$ cat src/rtl/dds_pkg.sv
// Shared types and constants for the multi-voice DDS bank: wave select,
// register map, control bit positions, LFSR parameters and sequencer states.
package dds_pkg;

  typedef enum logic [2:0] {
    WAVE_SAW     = 3'd0,
    WAVE_ISAW    = 3'd1,
    WAVE_SQUARE  = 3'd2,
    WAVE_TRI     = 3'd3,
    WAVE_PULSE   = 3'd4,
    WAVE_NOISE   = 3'd5,
    WAVE_OFF     = 3'd6,
    WAVE_OFF_ALT = 3'd7
  } wave_e;

  localparam logic [1:0] REG_TUNE_LO = 2'd0;
  localparam logic [1:0] REG_TUNE_HI = 2'd1;
  localparam logic [1:0] REG_CTRL    = 2'd2;
  localparam logic [1:0] REG_DUTY    = 2'd3;

  localparam int unsigned CTRL_EN_BIT   = 3;
  localparam int unsigned CTRL_SYNC_BIT = 4;
  localparam int unsigned CTRL_PRST_BIT = 7;

  localparam logic [15:0] LFSR_SEED = 16'hACE1;
  localparam logic [15:0] LFSR_TAPS = 16'hB400;

  typedef enum logic [1:0] {
    IDLE = 2'd0,
    RUN  = 2'd1,
    DONE = 2'd2
  } seq_state_e;

  // Only the architecturally visible ctrl bits are stored; reserved bits are dropped.
  typedef struct packed {
    logic  prst;
    logic  sync;
    logic  en;
    wave_e wave;
  } ctrl_t;

  function automatic logic [15:0] lfsr_next(input logic [15:0] cur);
    return {cur[14:0], ^(cur & LFSR_TAPS)};
  endfunction

endpackage

$ cat src/rtl/dds_wave_gen.sv
// Combinational waveform generator shared by all voices through time-multiplexing.
module dds_wave_gen
  import dds_pkg::*;
#(
  parameter int unsigned WAVE_W = 12
) (
  input  logic [WAVE_W-1:0] phase,
  input  logic [7:0]        phase_top8,
  input  wave_e             wave_sel,
  input  logic [7:0]        duty,
  input  logic [WAVE_W-1:0] noise,
  output logic [WAVE_W-1:0] sample
);

  logic              msb;
  logic [WAVE_W-1:0] tri_up;

  assign msb    = phase[WAVE_W-1];
  assign tri_up = {phase[WAVE_W-2:0], 1'b0};

  always_comb begin
    sample = '0;
    case (wave_sel)
      WAVE_SAW:    sample = phase;
      WAVE_ISAW:   sample = ~phase;
      WAVE_SQUARE: sample = msb ? '0 : '1;
      WAVE_TRI:    sample = msb ? ~tri_up : tri_up;
      WAVE_PULSE:  sample = (phase_top8 < duty) ? '1 : '0;
      WAVE_NOISE:  sample = noise;
      default:     sample = '0;
    endcase
  end

endmodule

$ cat src/rtl/dds_voice_bank.sv
// Multi-voice DDS bank: register file, per-sample voice sequencer and mixer.
// Optional hard sync between adjacent voices is enabled by DDS_HARD_SYNC_EN.
module dds_voice_bank
  import dds_pkg::*;
#(
  parameter int unsigned NUM_VOICES = 2,
  parameter int unsigned ACC_W      = 16,
  parameter int unsigned WAVE_W     = 12,
  parameter int unsigned SAMPLE_DIV = 16
) (
  input  logic                            clk,
  input  logic                            rst_n,
  input  logic                            wr_en,
  input  logic [$clog2(NUM_VOICES)+1:0]   wr_addr,
  input  logic [7:0]                      wr_data,
  input  logic                            mix_mode,
  input  logic [$clog2(NUM_VOICES)-1:0]   out_sel,
  output logic [WAVE_W-1:0]               out_sample,
  output logic                            out_valid
);

  localparam int unsigned VW    = $clog2(NUM_VOICES);
  localparam int unsigned SUM_W = WAVE_W + VW;
  localparam int unsigned DIV_W = $clog2(SAMPLE_DIV);

  logic [ACC_W-1:0]  acc_q [NUM_VOICES];
  logic [ACC_W-1:0]  acc_d [NUM_VOICES];
  logic [ACC_W-1:0]  tune_q [NUM_VOICES];
  logic [ACC_W-1:0]  tune_d [NUM_VOICES];
  logic [7:0]        shadow_q [NUM_VOICES];
  logic [7:0]        shadow_d [NUM_VOICES];
  ctrl_t             ctrl_q [NUM_VOICES];
  ctrl_t             ctrl_d [NUM_VOICES];
  logic [7:0]        duty_q [NUM_VOICES];
  logic [7:0]        duty_d [NUM_VOICES];
  logic [WAVE_W-1:0] cap_q [NUM_VOICES];
  logic [WAVE_W-1:0] cap_d [NUM_VOICES];

  logic [DIV_W-1:0]  div_cnt_q, div_cnt_d;
  seq_state_e        state_q, state_d;
  logic [VW-1:0]     vidx_q, vidx_d;
  logic [SUM_W-1:0]  sum_q, sum_d;
  logic [15:0]       lfsr_q, lfsr_d;
  logic [WAVE_W-1:0] out_sample_q, out_sample_d;
  logic              out_valid_q, out_valid_d;

  logic [ACC_W-1:0]  cur_acc;
  ctrl_t             cur_ctrl;
  logic [WAVE_W-1:0] wave;
  logic              wrap;
  logic              sync_hit;
  logic [VW-1:0]     wr_voice;
  logic [1:0]        wr_reg;

  assign cur_acc  = acc_q[vidx_q];
  assign cur_ctrl = ctrl_q[vidx_q];
  assign wrap     = (div_cnt_q == DIV_W'(SAMPLE_DIV - 1));
  assign wr_voice = wr_addr[VW+1:2];
  assign wr_reg   = wr_addr[1:0];

  dds_wave_gen #(
    .WAVE_W(WAVE_W)
  ) u_wave_gen (
    .phase      (cur_acc[ACC_W-1 -: WAVE_W]),
    .phase_top8 (cur_acc[ACC_W-1 -: 8]),
    .wave_sel   (cur_ctrl.wave),
    .duty       (duty_q[vidx_q]),
    .noise      (lfsr_q[15 -: WAVE_W]),
    .sample     (wave)
  );

`ifdef DDS_HARD_SYNC_EN
  logic             carry_q, carry_d;
  logic [ACC_W:0]   inc_full;

  assign inc_full = {1'b0, cur_acc} + {1'b0, tune_q[vidx_q]};
  assign sync_hit = (vidx_q != '0) && cur_ctrl.sync && carry_q;

  always_ff @(posedge clk or negedge rst_n) begin
    if (!rst_n) carry_q <= 1'b0;
    else        carry_q <= carry_d;
  end

  always_comb begin
    carry_d = carry_q;
    if (wrap) begin
      carry_d = 1'b0;
    end else if (state_q == RUN) begin
      carry_d = !cur_ctrl.prst && !sync_hit && cur_ctrl.en && inc_full[ACC_W];
    end
  end
`else
  assign sync_hit = 1'b0;
`endif

  always_comb begin
    acc_d        = acc_q;
    tune_d       = tune_q;
    shadow_d     = shadow_q;
    ctrl_d       = ctrl_q;
    duty_d       = duty_q;
    cap_d        = cap_q;
    state_d      = state_q;
    vidx_d       = vidx_q;
    sum_d        = sum_q;
    lfsr_d       = lfsr_q;
    out_sample_d = out_sample_q;
    out_valid_d  = 1'b0;
    div_cnt_d    = wrap ? '0 : div_cnt_q + 1'b1;

    case (state_q)
      RUN: begin
        sum_d         = sum_q + (cur_ctrl.en ? SUM_W'(wave) : '0);
        cap_d[vidx_q] = wave;
        if (cur_ctrl.prst || sync_hit) begin
          acc_d[vidx_q] = '0;
        end else if (cur_ctrl.en) begin
          acc_d[vidx_q] = cur_acc + tune_q[vidx_q];
        end
        ctrl_d[vidx_q].prst = 1'b0;
        if (vidx_q == VW'(NUM_VOICES - 1)) begin
          state_d = DONE;
        end else begin
          vidx_d = vidx_q + 1'b1;
        end
      end
      DONE: begin
        out_sample_d = mix_mode ? sum_q[VW +: WAVE_W] : cap_q[out_sel];
        out_valid_d  = 1'b1;
        state_d      = IDLE;
      end
      default: ;
    endcase

    // SAMPLE_DIV >= NUM_VOICES+2 guarantees the sequencer is idle on every wrap.
    if (wrap) begin
      state_d = RUN;
      vidx_d  = '0;
      sum_d   = '0;
      lfsr_d  = lfsr_next(lfsr_q);
    end

    // Applied after sequencing so a same-cycle write wins and the strobe clear cannot drop it.
    if (wr_en) begin
      case (wr_reg)
        REG_TUNE_LO: shadow_d[wr_voice] = wr_data;
        REG_TUNE_HI: tune_d[wr_voice]   = ACC_W'({wr_data, shadow_q[wr_voice]});
        REG_CTRL: begin
          ctrl_d[wr_voice].prst = wr_data[CTRL_PRST_BIT];
          ctrl_d[wr_voice].sync = wr_data[CTRL_SYNC_BIT];
          ctrl_d[wr_voice].en   = wr_data[CTRL_EN_BIT];
          ctrl_d[wr_voice].wave = wave_e'(wr_data[2:0]);
        end
        default:     duty_d[wr_voice]   = wr_data;
      endcase
    end
  end

  always_ff @(posedge clk or negedge rst_n) begin
    if (!rst_n) begin
      for (int unsigned i = 0; i < NUM_VOICES; i++) begin
        acc_q[i]    <= '0;
        tune_q[i]   <= '0;
        shadow_q[i] <= '0;
        ctrl_q[i]   <= '0;
        duty_q[i]   <= 8'h80;
        cap_q[i]    <= '0;
      end
      div_cnt_q    <= '0;
      state_q      <= IDLE;
      vidx_q       <= '0;
      sum_q        <= '0;
      lfsr_q       <= LFSR_SEED;
      out_sample_q <= '0;
      out_valid_q  <= 1'b0;
    end else begin
      acc_q        <= acc_d;
      tune_q       <= tune_d;
      shadow_q     <= shadow_d;
      ctrl_q       <= ctrl_d;
      duty_q       <= duty_d;
      cap_q        <= cap_d;
      div_cnt_q    <= div_cnt_d;
      state_q      <= state_d;
      vidx_q       <= vidx_d;
      sum_q        <= sum_d;
      lfsr_q       <= lfsr_d;
      out_sample_q <= out_sample_d;
      out_valid_q  <= out_valid_d;
    end
  end

  assign out_sample = out_sample_q;
  assign out_valid  = out_valid_q;

endmodule

$ cat config.mk
export PLATFORM = sky130hd
export DESIGN_NAME = dds_voice_bank
export DESIGN_NICKNAME = d
export VERILOG_FILES = /design/src/rtl/dds_pkg.sv /design/src/rtl/dds_wave_gen.sv /design/src/rtl/dds_voice_bank.sv
export SDC_FILE = /design/constraint.sdc
export NUM_CORES = 1
export LEC_CHECK = 0
export ABC_CLOCK_PERIOD_IN_PS = 4650
export CELL_PAD_IN_SITES_DETAIL_PLACEMENT = 1
export CELL_PAD_IN_SITES_GLOBAL_PLACEMENT = 1
export CORE_MARGIN = 3
export CORE_UTILIZATION = 40
export CTS_CLUSTER_SIZE = 14
export DETAILED_ROUTE_END_ITERATION = 10
export PLACE_DENSITY_LB_ADDON = 0.08
export RECOVER_POWER = 100
export SLEW_MARGIN = 20
export SYNTH_ARGS = -nofsm -noshare
export SYNTH_HDL_FRONTEND = slang
export SYNTH_SLANG_ARGS = --single-unit
$ cat constraint.sdc
create_clock -name clk -period 4.65 [get_ports clk]
set_clock_uncertainty 0.2 [all_clocks]
set_input_delay 0.93 -clock clk [delete_from_list [all_inputs] [get_ports clk]]
set_output_delay 0.93 -clock clk [all_outputs]
set_load 0.02 [all_outputs]
### Yosys cells after proc, flatten, opt, wreduce, memory -nomap -nowiden

Index checks and enable logic that the tools add are counted.

| operators by class | value |
|---|---|
| equality and inequality tests | 11 |
| mux-type cells | 67 |
| add/subtract/negate cells | 4 |
| bitwise logic cells | 8 |
| reduce and logical (&&, ||, !) cells | 14 |
| magnitude comparators | 6 |

Operators by type and width:

| kind | count |
|---|---|
| 12-bit two-way mux | 12 |
| 16-bit two-way mux | 8 |
| 12-bit case mux with 6 select lines | 1 |
| 32-bit bitwise mux | 2 |
| 32-bit two-way mux | 2 |
| 12-bit bitwise mux | 5 |
| 8-bit two-way mux | 7 |
| 32-bit bitwise AND | 1 |
| 16-bit bitwise mux | 2 |
| 16-bit demux with 1-bit select | 2 |
| 32-bit NOT | 1 |
| 6-bit demux with 1-bit select | 5 |
| 6-bit two-way mux | 5 |
| 13-bit two-way mux | 2 |
| 24-bit bitwise mux | 1 |
| 12-bit NOT | 2 |
| 16-bit adder | 1 |
| 16-bit XOR reduction | 1 |
| 13-bit by 12-bit adder with 13-bit output | 1 |
| 12-bit demux with 1-bit select | 1 |
| 2-bit AND reduction | 5 |
| 8-bit demux with 1-bit select | 1 |
| 8-bit < comparator | 1 |
| 4-bit two-way mux | 2 |
| 24 further kinds | 39 |

| word-level totals | value |
|---|---|
| bits in registers | 181 |
| input bits | 16 |
| output and inout port bits | 13 |

### Longest topological paths before layout

| logic depth | value |
|---|---|
| depth in word-level cells | 13 |
| mapped depth | 22 |

### By module

From an unflattened synthesis, not the netlist that was laid out.

| unflattened totals | value |
|---|---|
| cell total of the unflattened synthesis | 838 |
| area, all modules | 9455.3 um2 |

Modules (own cells, without submodules):

| module | cells an instance | instances | seq. area each (um2) | area each (um2) |
|---|---|---|---|---|
| dds_voice_bank | 750 | 1 | 4491.8 | 8772.2 |
| dds_wave_gen | 88 | 1 | 0.0 | 683.2 |

### Worst setup path before layout

No wires, ideal clock.

| timing path | value |
|---|---|
| path kind | register -> register |
| start | reg vidx_q |
| end | reg sum_q[10] |
| slack | -165 ps |
| stages on the path, launching flop included | 23 |
| required time | 4323 ps |
| data arrival time | 4488 ps |
| period minus slack after synthesis | 4815 ps |
| path through | dfrtp_1 buf_6 buf_8 buf_4 buf_4 buf_2 buf_2 mux2i_1 ha_1 and4_1 o21ai_0 a21oi_2 o21ai_4 a311oi_2 nor2_1 ha_1 fa_1 a211oi_1 o21ai_0 a211oi_1 o31a_1 xor2_1 o21ai_0 |

| on the way | value |
|---|---|
| word-level cells in the longest chain between the ends | 11 |
| elaborated cells between the ends (all ways) | 27 |
| classes of those cells | add/sub (1); order compare (1); eq/ne (5); mux (16); bitwise (3); reduce/logical (1) |

RTL lines:

| what | RTL line | text |
|---|---|---|
| start: declaration | dds_voice_bank.sv:41 | `logic [VW-1:0] vidx_q, vidx_d;` |
| start signal: assignment | dds_voice_bank.sv:185 | `vidx_q <= vidx_d;` |
| 1-bit NOT with 2-bit output (not written as such) * | dds_voice_bank.sv:55, dds_voice_bank.sv:56, dds_voice_bank.sv:67 |  |
| 16-bit two-way mux (not written as such) or 8-bit two-way mux (tied branches) (3 in a row) | dds_voice_bank.sv:55, dds_voice_bank.sv:67 |  |
| 8-bit < comparator or 12-bit NOT (tied branches) | dds_wave_gen.sv:28, dds_wave_gen.sv:27 |  |
| 12-bit two-way mux (on tied branches) | dds_wave_gen.sv:28, dds_wave_gen.sv:27 |  |
| 12-bit case mux with 6 select lines | dds_wave_gen.sv:23 | `case (wave_sel)` |
| 12-bit two-way mux * | dds_voice_bank.sv:113 | `sum_d = sum_q + (cur_ctrl.en ? SUM_W'(wave) : '0);` |
| 13-bit by 12-bit adder with 13-bit output * | dds_voice_bank.sv:113 |  |
| 13-bit two-way mux * | dds_voice_bank.sv:111 | `case (state_q)` |
| 13-bit two-way mux * | dds_voice_bank.sv:136 | `if (wrap) begin` |
| end signal: assignment | dds_voice_bank.sv:186 | `sum_q <= sum_d;` |
| end: declaration | dds_voice_bank.sv:42 | `logic [SUM_W-1:0] sum_q, sum_d;` |

Every way passes the cells marked *; elsewhere a longest branch is shown, timed or not. The select of a mux whose other input is x is not followed.
A chain may end at the register's enable or synchronous reset.

### Final worst setup path

| timing path | value |
|---|---|
| start | reg vidx_q |
| end | reg sum_q[11] |

The elaborated chain is that of the path after synthesis.

==> metrics.yaml <==
ff2ff_path_depth: 17
final_common_cell: "dfrtp_1"
grt_pass1_wl_um: 42800
die_x_um: 161
hold_class: "reg -> reg"
cts_sinks: 179
viasPerCell: 5.50
power_mw: 6.40
fp.dieH_um: 161
synth_top_family_by_area: "compound AO/OA/AOI/OAI gates"
holdBufCountCts: 0
cts_tree: "done"
synthCells: 913
p_sw_mw: 2.53
pwr-share-clk_pct: 24.8
drt-total-wl_um: 26800
overflow: 0
synth_edf_count: 0
postPlaceCellArea_mm2: 0.0103
dp_slack_ns: 0.0746
grt_max_degree: 89
synth_fp_nets: 966
synth_cell_types: 72
cts_max_level: 4
initial_core_util_pct: 40.9
ant_nets: 0
finalWorstSetupSlack_ns: 0.189
clock.fmax_ghz: 0.224
synthXorXnorAreaFrac_pct: 3.81
critPathLaunchType: "flop"
synthFlopType: "dfrtp_1"
area_growth_syn_to_layout_pct: 14.1
vdd_drop_max_v: 0.000229
synth_compound_area_share_pct: 15.6
cts_made_buffers: 17
cap_violations: 2
min_period_ns: 4.46
drtIter0Drc: 357
maxSlewHeadroom_pct: -53.5
finalInstanceArea_mm2: 0.0110
fin_util_pct: 46.6
hold_slack_ns: 0.276
p_seq_share_pct: 36.5
p_leak_nw: 5.05
avgSynthCellArea_um2: 10.6
multiInputGateArea_mm2: 0.00487
clk_pin_slew_ns: 0.08
min_path_cells: 2
synthAdderAreaFrac_pct: 4.95
violations: "capacitance limit, slew limit"
ys_seq_area_share_pct: 46.6
seqCellArea_mm2: 0.00450
fillers: 2557
first_pass_iters: 4
yosysWarnings: 0
place_hpwl_um: 19800
cts_root_buf: "clkbuf_16"
cp_data_required_time_ns: 4.77
power_frac_comb_pct: 38.7
drc: 0
cts_buffer_depth: 2
syn_area_mm2: 0.00965
crit_arrival_ns: 4.58
clock_latency_ns: 0.45
grt_pass1_vias: 7644
netSwitchingFraction_pct: 39.5
drive_above_1_share_pct: 19.3
vias: 7042
status: "complete, but fails checks"
synth_simple_gate_area_share_pct: 11.8
final_cell_mix: "dfrtp_1, nand2_1, mux2_2"
portBuffers: 28
synthMuxAreaShare_pct: 14.4
post-route-period-util_pct: 95.9
pin_count: 29
die_area_mm2: 0.0260
worst_pin_slew_ns: 2.30
synth-seq-cells: 179
grtUsageTotal_pct: 21.1
finalSetupViolCount: 0
place_congestion: 0.860
endpoint_kind: "flop"
pwr_density_cell_mw_per_mm2: 582
report.final.slew_viol_count: 121
antenna_found_initial: 0
worstSetupPathType: "reg -> reg"
intPower_mw: 3.87
drt-wirelength-per-cell_um: 20.9
hold_viol_final: 0
fp.coreArea_mm2: 0.0236
async_reset_ff_share_pct: 100
n_antenna_cell: 0
crit_path_max_fanout: 19
rows: 56
num-nets-final: 1001
-- synth_stat cells, types with 12 or more instances --
cell type / n / share of area [%]
dfrtp_1: 169 / 44
nand2_1: 127 / 4.9
mux2_2: 89 / 10
nor2_1: 63 / 2.5
a21oi_1: 50 / 2.6
o21ai_0: 49 / 2.5
ha_1: 35 / 4.5
mux2i_1: 29 / 3.0
xnor2_1: 29 / 2.6
clkbuf_1: 26 / 1.0
a22o_1: 16 / 1.5
a21o_1: 13 / 1.0
inv_1: 13 / 0.51
nand3_1: 13 / 0.67
xor2_1: 13 / 1.2
o21ai_1: 12 / 0.62
-- sequential cells by signal, summed over array words and instances (netlist names) --
register    cells
ctrl_q         10
out_valid       1
duty_q         16
lfsr_q         16
sum_q          13
vidx_q          1
div_cnt_q       4
tune_q         32
shadow_q       16
cap_q          24
acc_q          32
state_q         2
out_sample     12
-- final timing paths --
| path | slack, ns | to | from |
|---|---|---|---|
| worst min register to register | 0.28 | lfsr_q[6]$_DFFE_PN1P_ | lfsr_q[5]$_DFFE_PN1P_ |
| worst max register to register | 0.19 | sum_q[11]$_DFFE_PN0P_ | vidx_q$_DFFE_PN0P_ |
| min in group asynchronous | 0.93 | div_cnt_q[3]$_DFF_PN0_ | rst_n |
| max in group asynchronous | 0.86 | acc_q[13]$_DFFE_PN0P_ | rst_n |
| worst min-delay path | 0.28 | lfsr_q[6]$_DFFE_PN1P_ | lfsr_q[5]$_DFFE_PN1P_ |
| worst max-delay path | 0.19 | sum_q[11]$_DFFE_PN0P_ | vidx_q$_DFFE_PN0P_ |
-- kinds of logic after synthesis --
logic type                 count (synthesis)
and+or+nand+nor                          255
DFF                                      179
AOI/OAI and AO/OA                        217
muxes                                    124
adders and majority gates                 37
buffers and inverters                     59
xor gates and xnor gates                  42
-- routing by layer --
metal,vias to the layer above,routed length (um),global-route usage [%]
met3,35,515,3.23
met5,-,0,0
li1,3342,-,-
met1,3581,11800,26.3
met4,0,626,6.61
met2,84,13800,37.6
-- layout make-up --
class / count / area share [%]
sequential: 179 / 40.8
clock inverter: 15 / 2.23
inverter: 16 / 0.546
multi-input combinational: 675 / 44.3
timing repair buffer: 59 / 4.62
clock buffer: 17 / 3.86
tap: 319 / 3.63
-- worst max-delay path: stages, from the launching register on --
cell      delay (ns)
dfrtp_4         0.51
buf_4           0.16
buf_16          0.17
mux2i_1         0.13
ha_1            0.33
and4_1          0.20
o21ai_0         0.09
a21oi_2         0.20
clkbuf_4        0.17
nor2_2          0.06
a221oi_1        0.61
nor2_1          0.15
ha_1            0.38
o21a_1          0.20
nor2_1          0.11
o41ai_2         0.39
xnor2_1         0.16
o21ai_0         0.10
-- power groups by stage --
stage | Clock, mW | Sequential [mW] | Combinational [mW]
2_1_floorplan | 0 | 2.29 | 1.73
3_3_place_gp | 0 | 2.34 | 2.42
3_5_place_dp | 0 | 2.37 | 2.50
4_1_cts | 1.63 | 2.34 | 2.52
5_1_grt | 1.70 | 2.39 | 2.75
6_report | 1.59 | 2.33 | 2.48
-- timing repair --
action / in CTS / in global routing
resized for setup: 0 / 7
endpoints found under the setup margin: 0 / 6
buffers inserted: 0 / 7
-- stage by stage --
stage,std cells,TNS (ns)
floorplan,913,0
global placement,1240,0
detailed placement,1240,0
CTS,1272,0
global route,1280,-0.0130
finish,1280,0
Power figures use the tool's default switching activity.
